<file path="src/rtl/store_write_unit.sv">
// Store write unit: formats committed stores into lane-aligned SRAM writes
// through a 2-entry FIFO and tracks writes outstanding at the SRAM.
module store_write_unit (
  input  logic        clk,
  input  logic        reset,
  input  logic        st_valid,
  input  logic [2:0]  st_op,
  input  logic [31:0] st_addr,
  input  logic [31:0] st_data,
  output logic        st_ready,
  output logic        data_req,
  output logic        data_wr,
  output logic [1:0]  data_size,
  output logic [31:0] data_addr,
  output logic [3:0]  data_wstrb,
  output logic [31:0] data_wdata,
  input  logic        data_addr_ok,
  input  logic        data_data_ok,
  input  logic [31:0] ld_addr,
  output logic        ld_hazard,
  output logic        idle
);

  typedef enum logic [2:0] {
    OP_SB  = 3'd0,
    OP_SH  = 3'd1,
    OP_SW  = 3'd2,
    OP_SWL = 3'd3,
    OP_SWR = 3'd4
  } st_op_e;

  typedef struct packed {
    logic [1:0]  size;
    logic [31:0] addr;
    logic [3:0]  wstrb;
    logic [31:0] wdata;
  } req_t;

  req_t       fifo [2];
  req_t       fmt;
  logic       wr_ptr, rd_ptr;
  logic [1:0] count;
  logic [1:0] outstanding;
  logic       push, pop, retire;

  always_comb begin
    fmt.size  = 2'd2;
    fmt.addr  = {st_addr[31:2], 2'b00};
    fmt.wstrb = '0;
    fmt.wdata = st_data;
    case (st_op_e'(st_op))
      OP_SB: begin
        fmt.size  = 2'd0;
        fmt.addr  = st_addr;
        fmt.wstrb = 4'b0001 << st_addr[1:0];
        fmt.wdata = {4{st_data[7:0]}};
      end
      OP_SH: begin
        fmt.size  = 2'd1;
        fmt.addr  = st_addr;
        fmt.wstrb = st_addr[1] ? 4'b1100 : 4'b0011;
        fmt.wdata = {2{st_data[15:0]}};
      end
      OP_SW: fmt.wstrb = '1;
      OP_SWL: begin
        case (st_addr[1:0])
          2'd0:    begin fmt.wstrb = 4'b0001; fmt.wdata = st_data >> 24; end
          2'd1:    begin fmt.wstrb = 4'b0011; fmt.wdata = st_data >> 16; end
          2'd2:    begin fmt.wstrb = 4'b0111; fmt.wdata = st_data >> 8;  end
          default: begin fmt.wstrb = 4'b1111; fmt.wdata = st_data;       end
        endcase
      end
      OP_SWR: begin
        case (st_addr[1:0])
          2'd0:    begin fmt.wstrb = 4'b1111; fmt.wdata = st_data;       end
          2'd1:    begin fmt.wstrb = 4'b1110; fmt.wdata = st_data << 8;  end
          2'd2:    begin fmt.wstrb = 4'b1100; fmt.wdata = st_data << 16; end
          default: begin fmt.wstrb = 4'b1000; fmt.wdata = st_data << 24; end
        endcase
      end
      default: ; // illegal op: still issued, but writes no lanes
    endcase
  end

  // Outputs are forced to their idle values while reset is held.
  assign st_ready   = reset || (count < 2'd2);
  assign data_req   = !reset && (count != 2'd0) && (outstanding < 2'd2);
  assign data_wr    = 1'b1;
  assign data_size  = fifo[rd_ptr].size;
  assign data_addr  = fifo[rd_ptr].addr;
  assign data_wstrb = fifo[rd_ptr].wstrb;
  assign data_wdata = fifo[rd_ptr].wdata;
  assign idle       = reset || ((count == 2'd0) && (outstanding == 2'd0));

  assign push   = st_valid && (count < 2'd2);
  assign pop    = data_req && data_addr_ok;
  assign retire = data_data_ok && (outstanding != 2'd0);

  always_comb begin
    ld_hazard = (outstanding != 2'd0);
    if ((count != 2'd0) && (fifo[rd_ptr].addr[31:2] == ld_addr[31:2]))
      ld_hazard = 1'b1;
    if ((count == 2'd2) && (fifo[!rd_ptr].addr[31:2] == ld_addr[31:2]))
      ld_hazard = 1'b1;
    if (reset)
      ld_hazard = 1'b0;
  end

  always_ff @(posedge clk) begin
    if (push && !reset)
      fifo[wr_ptr] <= fmt;
  end

  always_ff @(posedge clk) begin
    if (reset) begin
      count       <= '0;
      outstanding <= '0;
      wr_ptr      <= 1'b0;
      rd_ptr      <= 1'b0;
    end else begin
      if (push) wr_ptr <= !wr_ptr;
      if (pop)  rd_ptr <= !rd_ptr;
      case ({push, pop})
        2'b10:   count <= count + 2'd1;
        2'b01:   count <= count - 2'd1;
        default: ;
      endcase
      case ({pop, retire})
        2'b10:   outstanding <= outstanding + 2'd1;
        2'b01:   outstanding <= outstanding - 2'd1;
        default: ;
      endcase
    end
  end

endmodule
</file>
<file path="config.mk">
export PLATFORM = sky130hd
export DESIGN_NAME = store_write_unit
export DESIGN_NICKNAME = d
export VERILOG_FILES = /design/src/rtl/store_write_unit.sv
export SDC_FILE = /design/constraint.sdc
export NUM_CORES = 1
export LEC_CHECK = 0
export ABC_AREA = 1
export BUFFER_PORTS_ARGS = -buffer_cell sky130_fd_sc_hd__buf_2
export CORE_MARGIN = 4
export CORE_UTILIZATION = 59
export DETAILED_ROUTE_END_ITERATION = 8
export GPL_TIMING_DRIVEN = 0
export PLACE_DENSITY = 0.94
export SYNTH_ARGS = -nofsm -noshare
export SYNTH_HDL_FRONTEND = slang
export SYNTH_SLANG_ARGS = --single-unit
</file>
<file path="constraint.sdc">
create_clock -name clk -period 9.5 [get_ports clk]
set_input_delay 1.425 -clock clk [delete_from_list [all_inputs] [get_ports clk]]
set_output_delay 1.425 -clock clk [all_outputs]
set_load 0.02 [all_outputs]
</file>
==> impl_metrics.yaml, run 1 <==
drt:
  totalWireLength_mm: 25.2
  route.detailed.vias_per_inst: 5.77
  detailedRoute.firstIterationViolations: 916
  first_pass_iters: 8
  dr_total_vias: 8071
  drt.antenna.violating_nets: 0
  remaining_drcs: 0
  avgRoutedWirePerCell_um: 18.0
clock_network:
  cts_post_setup_buffers_inserted: 0
  cts_root_buffer: "clkbuf_16"
  worst_skew_pair.late_latency_ns: 0.43
  tritoncts_num_sinks: 147
  cts-resized-gates: 0
  cts.hold.buffers_added: 0
  clk_path_buf_depth: 2
  ctsHtreeMaxLevel: 4
  tritoncts.num_buffers: 17
  tritoncts: "built"
  clk_pin_slew_ns: 0.06
global_routing:
  globalRouteOverflowTotal: 0
  global_route.usage.total_pct: 31.5
  global_route_wire_length_before_repair_mm: 38.8
  via_count_of_the_first_global_routing_pass: 7647
  grt_antenna_before_repair: 1
  grt_max_degree: 32
floorplanning:
  total_core_area_um2: 13400
  die_x_um: 126
  core.rowCount: 42
  floorplan.die_area_um2: 15800
  effective_utilization_at_floorplan_pct: 61.0
  die_y_extent_um: 126
  ios: 179
power:
  report.power.total_w: 0.00185
  power.leakage_nw: 4.76
  power.density_nw_per_um2: 185
  power.ir.vdd_worst_mv: 0.144
synthesis:
  ys_types: 37
  synthesized_cell_area_um2: 8180
  synth_seq_cells: 147
  yosys_warnings: 0
  synth_nets: 1113
  syn_area_per_cell_um2: 8.12
  ys_seq_area_share_pct: 53.1
  post_synth_inst_count: 1007
critical_path:
  crit_family: "simple AND/OR/NAND/NOR gates"
  startpoint_class: "input pin"
  cp_data_required_time_ns: 8.08
  cp_cell_sequence: "buf_2, inv_1, nand2_1, nand2_1, nor2_1, nand2_1, inv_1, nand2_1, nor2_1, nand2_1, nand3_1, nand2_1, inv_1, buf_2"
  buffers_and_inverters_on_the_worst_path: 5
  critical-path-slowest-cell: "nor2_1"
  crit_path_max_incr_delay_ns: 0.19
  critical_path.endpoint_type: "output port"
  crit_top_cell: "nand2_1"
  critPathArrivalTime_ns: 2.60
  worst-setup-path-type: "in -> out"
  worstPathMaxFanout: 3
final_layout:
  layout.nets: 1315
  synthToLayoutAreaGrowth_pct: 22.4
  layout-drive-gt1-share_pct: 21.4
  most-common-layout-cells: "nand2_1, buf_2, edfxtp_1"
  final_area_um2: 10000
  layout.cells.most_common: "nand2_1"
  stdcell_count: 1399
sta:
  finalSetupViolations: 0
  min_period_over_period_pct: 42.4
  rsz0062_at_grt: "false"
  finalWorstPathRequiredPeriod_ns: 4.02
  max_slew_margin_pct: 41.4
  finalHoldViolations: 0
  fmax_mhz: 249
  finalClockSkew_ns: 0.00804
  final_max_slew_viol_count: 0
  worst_pin_slew_ns: 0.874
  setup-tns-final_ns: 0
placement:
  place.gp.congestion: 0.967
  place.detailed.instances: 1366
  hpwlAfterDp_mm: 18.4
  numPortBuffers: 175
  post_dp_cell_area_um2: 9400
flow_run:
  max-cap-violations: 0
min_path:
  hp-class: "reg -> reg"
run_status:
  status: "finished, final reports clean"
Yosys cell counts, drive strengths merged:
master,instances,area (um2)
a211o,2,17.5
conb,1,3.75
o2111ai,8,70.1
a21oi,31,159
nand2,461,1760
o22ai,31,194
inv,117,447
a32oi,1,8.76
xor2,3,26.3
o211ai,14,105
nand4,9,56.3
clkbuf,7,26.3
o21ai,10,53.8
o221ai,12,105
ha,2,25.0
edfxtp,140,4200
nor2,44,185
clkinv,2,7.51
o31ai,1,7.51
o21bai,1,7.51
buf,23,170
nand3,76,380
dfxtp,7,140
nor3,4,25.0
through the flow:
stage                     setup WS [ns]  hold slack, ns  utilization (%)
after floorplan                    2.66           0.434                -
after global placement           0.0536           0.450             69.2
after detailed placement           5.49           0.460             70.2
after CTS                          5.49           0.469             74.7
after global routing               5.31           0.482             74.7
final                              5.48           0.478             74.7
state kept, by name, summed over array words and instances (netlist names), named ones only:
signal / flops
count: 2
wr_ptr: 1
rd_ptr: 1
fifo: 140
outstanding: 2
power by group:
| group | total, W | internal [W] | switching (W) |
|---|---|---|---|
| sequential | 0.000768 | 0.000755 | 0.0000135 |
| combinational | 0.000399 | 0.000124 | 0.000274 |
| clock | 0.000684 | 0.000416 | 0.000268 |
logic make-up (layout without fill, tap and decap cells):
group / Yosys count / count (layout) / share of synthesized area (%)
AO/OA/AOI/OAI: 111 / 111 / 8.90
adder cells (fa/ha/maj): 2 / 2 / 0.306
other: 1 / 2 / 0.0458
XOR/XNOR: 3 / 3 / 0.321
AND/OR/NAND/NOR: 594 / 594 / 29.4
buffers and inverters: 149 / 364 / 7.95
flip-flops: 147 / 147 / 53.1
layout make-up:
cell class	instances	area, um2
flip-flops and latches	147	4340
fillers	932	3390
multi-input cells	711	3200
repair buffers	183	991
inverters	119	454
clock buffers	18	429
well taps	176	220
plain buffers	30	196
clock inverters	14	179
diodes	1	2.50
path summary, 6_finish.rpt:
| path | from | to | slack, ns | cells past startpoint |
|---|---|---|---|---|
| hold reg to reg | outstanding[1] | outstanding[1] | 0.48 | 1 |
| hold / removal | outstanding[1] | outstanding[1] | 0.48 | 1 |
| setup / recovery | ld_addr[13] | ld_hazard | 5.48 | 14 |
| setup reg to reg | count[1] | fifo[1][37] | 7.29 | 6 |
layer usage:
metal  GRT usage, %  vias to the layer above  wire (um)
li1               -                     3756          -
met1           38.0                     3658       9100
met2           52.0                      560      12100
met3           8.68                       97       2860
met4           16.3                        0       1100
met5              0                        -          0
worst register-to-register path: cells and delay by family (launching register included):
family                 cells  cell delay (ns)
flip-flops                 1             0.31
buffers and inverters      4             0.81
AND/OR/NAND/NOR            2             0.81
Power figures use the tool's default switching activity.
==> inputs of run 2 (changes only) <==
--- a/config.mk
+++ b/config.mk
@@ -8,10 +8,10 @@
 export ABC_AREA = 1
 export BUFFER_PORTS_ARGS = -buffer_cell sky130_fd_sc_hd__buf_2
 export CORE_MARGIN = 4
-export CORE_UTILIZATION = 59
+export CORE_UTILIZATION = 55
 export DETAILED_ROUTE_END_ITERATION = 8
 export GPL_TIMING_DRIVEN = 0
-export PLACE_DENSITY = 0.94
+export PLACE_DENSITY = 0.89
 export SYNTH_ARGS = -nofsm -noshare
 export SYNTH_HDL_FRONTEND = slang
 export SYNTH_SLANG_ARGS = --single-unit
==> constraint.sdc (replaced) <==
create_clock -name clk -period 4.21 [get_ports clk]
set_input_delay 0.6315 -clock clk [delete_from_list [all_inputs] [get_ports clk]]
set_output_delay 0.6315 -clock clk [all_outputs]
set_load 0.02 [all_outputs]
==> impl_metrics.yaml, run 2 (same netlist as run 1, synthesis figures left out) <==
run_status:
  status: "finished, final reports clean"
sta:
  finalWorstPathRequiredPeriod_ns: 3.12
  finalSetupViolations: 0
  finalClockSkew_ns: 0.0104
  fmax_mhz: 321
  min_period_over_period_pct: 74.1
  final_max_slew_viol_count: 0
  max_slew_margin_pct: 41.6
  rsz0062_at_grt: "false"
  finalHoldViolations: 0
  timing.final.ws_setup_ns: 1.09
  worst_pin_slew_ns: 0.873
clock_network:
  ctsHtreeMaxLevel: 4
  cts-resized-gates: 0
  cts.hold.buffers_added: 0
  tritoncts_num_sinks: 147
  worst_skew_pair.late_latency_ns: 0.43
  clk_pin_slew_ns: 0.06
  cts_root_buffer: "clkbuf_16"
  tritoncts: "built"
  cts_post_setup_buffers_inserted: 0
  clk_path_buf_depth: 2
  tritoncts.num_buffers: 17
global_routing:
  grt_antenna_before_repair: 1
  globalRouteOverflowTotal: 0
  grt_max_degree: 32
  global_route.usage.total_pct: 28.4
  global_route_wire_length_before_repair_mm: 36.3
  via_count_of_the_first_global_routing_pass: 7263
final_layout:
  layout.nets: 1312
  top_regs: "fifo: 140 flops, count: 2 flops, outstanding: 2 flops"
  diodes: 0
  most-common-layout-cells: "nand2_1, buf_2, edfxtp_1"
  fill_cells: 1126
  regMostFlops: "fifo"
  synthToLayoutAreaGrowth_pct: 22.5
  final_area_um2: 10000
  layout.cells.most_common: "nand2_1"
  layout-drive-gt1-share_pct: 21.3
  largest_reg_flops: 140
critical_path:
  startpoint_class: "register"
  worstRegToRegCells: 6
  r2r_start: "count[1]"
  critical_path.endpoint_type: "output port"
  critPathArrivalTime_ns: 2.49
  ff2ff_setup_slack_ns: 1.98
  worstPathMaxFanout: 10
  worst-setup-path-type: "reg -> out"
  setup.worst_path.end: "ld_hazard"
  r2r-end: "fifo[1][4]"
  cp_data_required_time_ns: 3.58
placement:
  place.gp.congestion: 0.964
  hpwlAfterDp_mm: 18.3
  post_dp_cell_area_um2: 9420
  place_ws_ns: 1.69
  numPortBuffers: 175
floorplanning:
  total_core_area_um2: 14500
  ios: 179
  die_x_um: 130
  core.rowCount: 44
  die_y_extent_um: 130
  effective_utilization_at_floorplan_pct: 56.3
  floorplan.die_area_um2: 16900
drt:
  avgRoutedWirePerCell_um: 17.3
  drt.antenna.violating_nets: 0
  totalWireLength_mm: 24.3
  detailedRoute.firstIterationViolations: 790
  dr_total_vias: 7896
  route.detailed.vias_per_inst: 5.63
  first_pass_iters: 6
  remaining_drcs: 0
min_path:
  hp-class: "in -> reg"
  hold_path_startpoint: "st_addr[30]"
power:
  power.leakage_nw: 4.75
  power.density_nw_per_um2: 414
  report.power.total_w: 0.00415
  power.ir.vdd_worst_mv: 0.237
flow_run:
  max-cap-violations: 0
## run 2: worst min path at each step
| stage | cells after the start | to | slack [ns] |
|---|---|---|---|
| after floorplan | 2 | wr_ptr | 0.43 |
| after global placement | 2 | wr_ptr | 0.45 |
| after detailed placement | 1 | outstanding[1] | 0.47 |
| after CTS | 1 | fifo[1][52] | 0.38 |
| after global routing | 1 | fifo[0][65] | 0.38 |
| final | 1 | fifo[0][66] | 0.39 |
## run 2: layer usage
metal  up-vias  GRT usage, %  wire (um)
li1       3759             -          -
met1      3515          34.3       8680
met2       529          47.4      11600
met3        91          6.59       2860
met4         2          15.5       1160
met5         -             0         11
## run 2: final cells by class
class | instances | area [um2] | area share [%]
Clock inverter | 14 | 178 | 1.77
Sequential cell | 147 | 4340 | 43.3
Inverter | 119 | 454 | 4.53
Buffer | 30 | 196 | 1.96
Clock buffer | 18 | 429 | 4.28
Timing Repair Buffer | 180 | 986 | 9.84
Tap cell | 184 | 230 | 2.30
Multi-Input combinational cell | 711 | 3200 | 32.0
## run 2: power by group
group / switching (W) / internal (W) / leakage, nW / total, W
Sequential: 0.0000299 / 0.00170 / 1.35 / 0.00173
Combinational: 0.000612 / 0.000280 / 3.12 / 0.000892
Clock: 0.000585 / 0.000937 / 0.284 / 0.00152
Total: 0.00123 / 0.00292 / 4.75 / 0.00415
## run 2: worst max-delay path: stages, from the launching register on
cell and delay [ns]:
dfxtp_1 0.33, buf_6 0.16, buf_2 0.31, nand2_1 0.14, nand3_1 0.12, nand4_1 0.11, nor2_1 0.25, nand2_1 0.09
nor2_1 0.11, nand2_1 0.07, nand3_1 0.08, nand2_1 0.07, inv_1 0.05, buf_2 0.15
## run 2: per-stage QoR
| stage | util, % | TNS, ns | cells | hold WS (ns) |
|---|---|---|---|---|
| finish | 69.0 | 0 | 1403 | 0.387 |
| global route | 69.0 | 0 | 1403 | 0.381 |
| CTS | 69.0 | 0 | 1403 | 0.378 |
| detailed placement | 64.8 | 0 | 1371 | 0.465 |
| global placement | 63.9 | -190.99 | 1366 | 0.453 |
| floorplan | - | 0 | 1007 | 0.435 |
==> inputs of run 3 (changes only) <==
--- a/config.mk
+++ b/config.mk
@@ -8,10 +8,10 @@
 export ABC_AREA = 1
 export BUFFER_PORTS_ARGS = -buffer_cell sky130_fd_sc_hd__buf_2
 export CORE_MARGIN = 4
-export CORE_UTILIZATION = 55
+export CORE_UTILIZATION = 50
 export DETAILED_ROUTE_END_ITERATION = 8
 export GPL_TIMING_DRIVEN = 0
-export PLACE_DENSITY = 0.89
+export PLACE_DENSITY = 0.85
 export SYNTH_ARGS = -nofsm -noshare
 export SYNTH_HDL_FRONTEND = slang
 export SYNTH_SLANG_ARGS = --single-unit
==> constraint.sdc (replaced) <==
create_clock -name clk -period 2.68 [get_ports clk]
set_input_delay 0.402 -clock clk [delete_from_list [all_inputs] [get_ports clk]]
set_output_delay 0.402 -clock clk [all_outputs]
set_load 0.02 [all_outputs]
==> impl_metrics.yaml, run 3 (same netlist as run 1, synthesis figures left out) <==
run_status:
  status: "complete, but fails checks"
  violations: "negative setup slack"
sta:
  finalSetupViolations: 1
  worst_pin_slew_ns: 0.853
  fmax_mhz: 369
  max_slew_margin_pct: 43.0
  finalHoldViolations: 0
  final_max_slew_viol_count: 0
  finalWorstPathRequiredPeriod_ns: 2.71
  setup-tns-final_ns: -0.0286
  timing.final.ws_setup_ns: -0.0286
  rsz0062_at_grt: "true"
  min_period_over_period_pct: 101
  finalClockSkew_ns: 0.00983
placement:
  place.gp.congestion: 0.961
  post_dp_cell_area_um2: 9450
  hpwlAfterDp_mm: 18.8
  numPortBuffers: 175
  place.detailed.instances: 1404
  place_ws_ns: 0.398
global_routing:
  via_count_of_the_first_global_routing_pass: 7423
  grt_max_degree: 26
  globalRouteOverflowTotal: 0
  global_route_wire_length_before_repair_mm: 38.0
  grt_antenna_before_repair: 1
  global_route.usage.total_pct: 27.0
final_layout:
  regMostFlops: "fifo"
  final_area_um2: 10300
  post-route-util_pct: 64.7
  layout.cells.most_common: "nand2_1"
  layout-drive-gt1-share_pct: 24.2
  top_regs: "fifo: 140 flops, count: 2 flops, outstanding: 2 flops"
  most-common-layout-cells: "nand2_1, buf_2, edfxtp_1"
  largest_reg_flops: 140
  stdcell_count: 1443
  diodes: 0
  synthToLayoutAreaGrowth_pct: 26.1
  layout.nets: 1320
  fill_cells: 1273
drt:
  dr_total_vias: 7983
  top_signal_layer_used: "met5"
  drt.antenna.violating_nets: 0
  met2_wire_len_mm: 12.5
  detailedRoute.firstIterationViolations: 956
  route.detailed.vias_per_inst: 5.53
  avgRoutedWirePerCell_um: 17.9
  route.met3.wl_mm: 3.05
  first_pass_iters: 5
  remaining_drcs: 0
  drt-met1-wl_mm: 9.16
  totalWireLength_mm: 25.8
floorplanning:
  total_core_area_um2: 15900
  die_y_extent_um: 136
  ios: 179
  die_x_um: 136
  floorplan.die_area_um2: 18500
  effective_utilization_at_floorplan_pct: 51.3
  core.rowCount: 46
clock_network:
  cts_root_buffer: "clkbuf_16"
  clk_path_buf_depth: 2
  tritoncts_num_sinks: 147
  tritoncts.num_buffers: 17
  tritoncts: "built"
  ctsHtreeMaxLevel: 4
  cts.hold.buffers_added: 0
  worst_skew_pair.late_latency_ns: 0.43
  clk_pin_slew_ns: 0.06
power:
  power.ir.vdd_worst_mv: 0.431
  power.leakage_nw: 4.85
  power.density_nw_per_um2: 632
critical_path:
  worstPathMaxFanout: 6
  worstRegToRegCells: 5
  crit_path_max_incr_delay_ns: 0.34
  buffers_and_inverters_on_the_worst_path: 6
  crit_top_cell: "nand2_1"
  crit_family: "simple AND/OR/NAND/NOR gates"
  cp_data_required_time_ns: 2.28
  cp_cell_sequence: "buf_8, clkinv_8, clkbuf_16, nand2_1, nand2_1, nand2_1, nand2_1, inv_1, nand2_1, nor2_1, nand2_1, nor2_2, nand2_1, nand3_1, nand2_1, inv_1, buf_6"
  worst-setup-path-type: "reg -> out"
  depth_of_the_critical_timing_path_with_buffers_and_inverters_included: 17
  critical-path-slowest-cell: "dfxtp_2"
  startpoint_class: "register"
  critical_path.endpoint_type: "output port"
  critPathArrivalTime_ns: 2.31
min_path:
  hp-class: "in -> reg"
  worst_hold_path.num_cells: 1
flow_run:
  max-cap-violations: 0
==> run 3: cell types whose count changed in the layout (fill, tap and decap cells not counted), sizes merged <==
cell      change
buf           +6
clkinv        +3
clkinvlp      -3
inv           +3
bufinv        -2
clkbuf        +1
==> run 3: stage by stage <==
stage / power (W) / hold slack (ns)
6_report: 0.00651 / 0.160
5_1_grt: 0.00676 / 0.148
4_1_cts: 0.00642 / 0.147
3_5_place_dp: 0.00416 / 0.459
3_3_place_gp: 0.00411 / 0.453
2_1_floorplan: 0.00363 / 0.435
==> run 3: power breakdown <==
part | internal (W) | total, W | leakage [nW] | switching (W)
Sequential | 0.00268 | 0.00272 | 1.35 | 0.0000482
Clock | 0.00130 | 0.00228 | 0.278 | 0.000982
Combinational | 0.000501 | 0.00151 | 3.22 | 0.00101
==> run 3: area by class of cell <==
| class | count | area [um2] | share of cell area [%] |
|---|---|---|---|
| plain buffers | 30 | 289 | 2.80 |
| clock buffers | 17 | 425 | 4.12 |
| clock inverters | 15 | 146 | 1.42 |
| inverters | 119 | 467 | 4.53 |
| multi-input cells | 711 | 3280 | 31.8 |
| flip-flops and latches | 147 | 4350 | 42.1 |
| well taps | 216 | 270 | 2.62 |
| repair buffers | 188 | 1090 | 10.6 |
==> run 3: path summary, 6_finish.rpt <==
| check | slack, ns | startpoint | to |
|---|---|---|---|
| setup / recovery | -0.03 | rd_ptr | ld_hazard |
| hold / removal | 0.16 | st_addr[21] | fifo[1][57] |
| setup reg to reg | 0.70 | count[1] | fifo[1][3] |
| hold reg to reg | 0.47 | wr_ptr | wr_ptr |
==> run 3: metal layers <==
metal | global-route usage, % | vias to the layer above
met5 | 0 | -
met4 | 12.1 | 2
met3 | 6.37 | 86
met2 | 45.8 | 569
met1 | 32.8 | 3555
li1 | - | 3771
==> run 3: timing repair <==
item | CTS | global route
setup endpoints to repair | 1 | 1
gates cloned | 0 | 2
resized for setup | 5 | 54
pin swaps | 0 | 24
setup buffers | 0 | 5
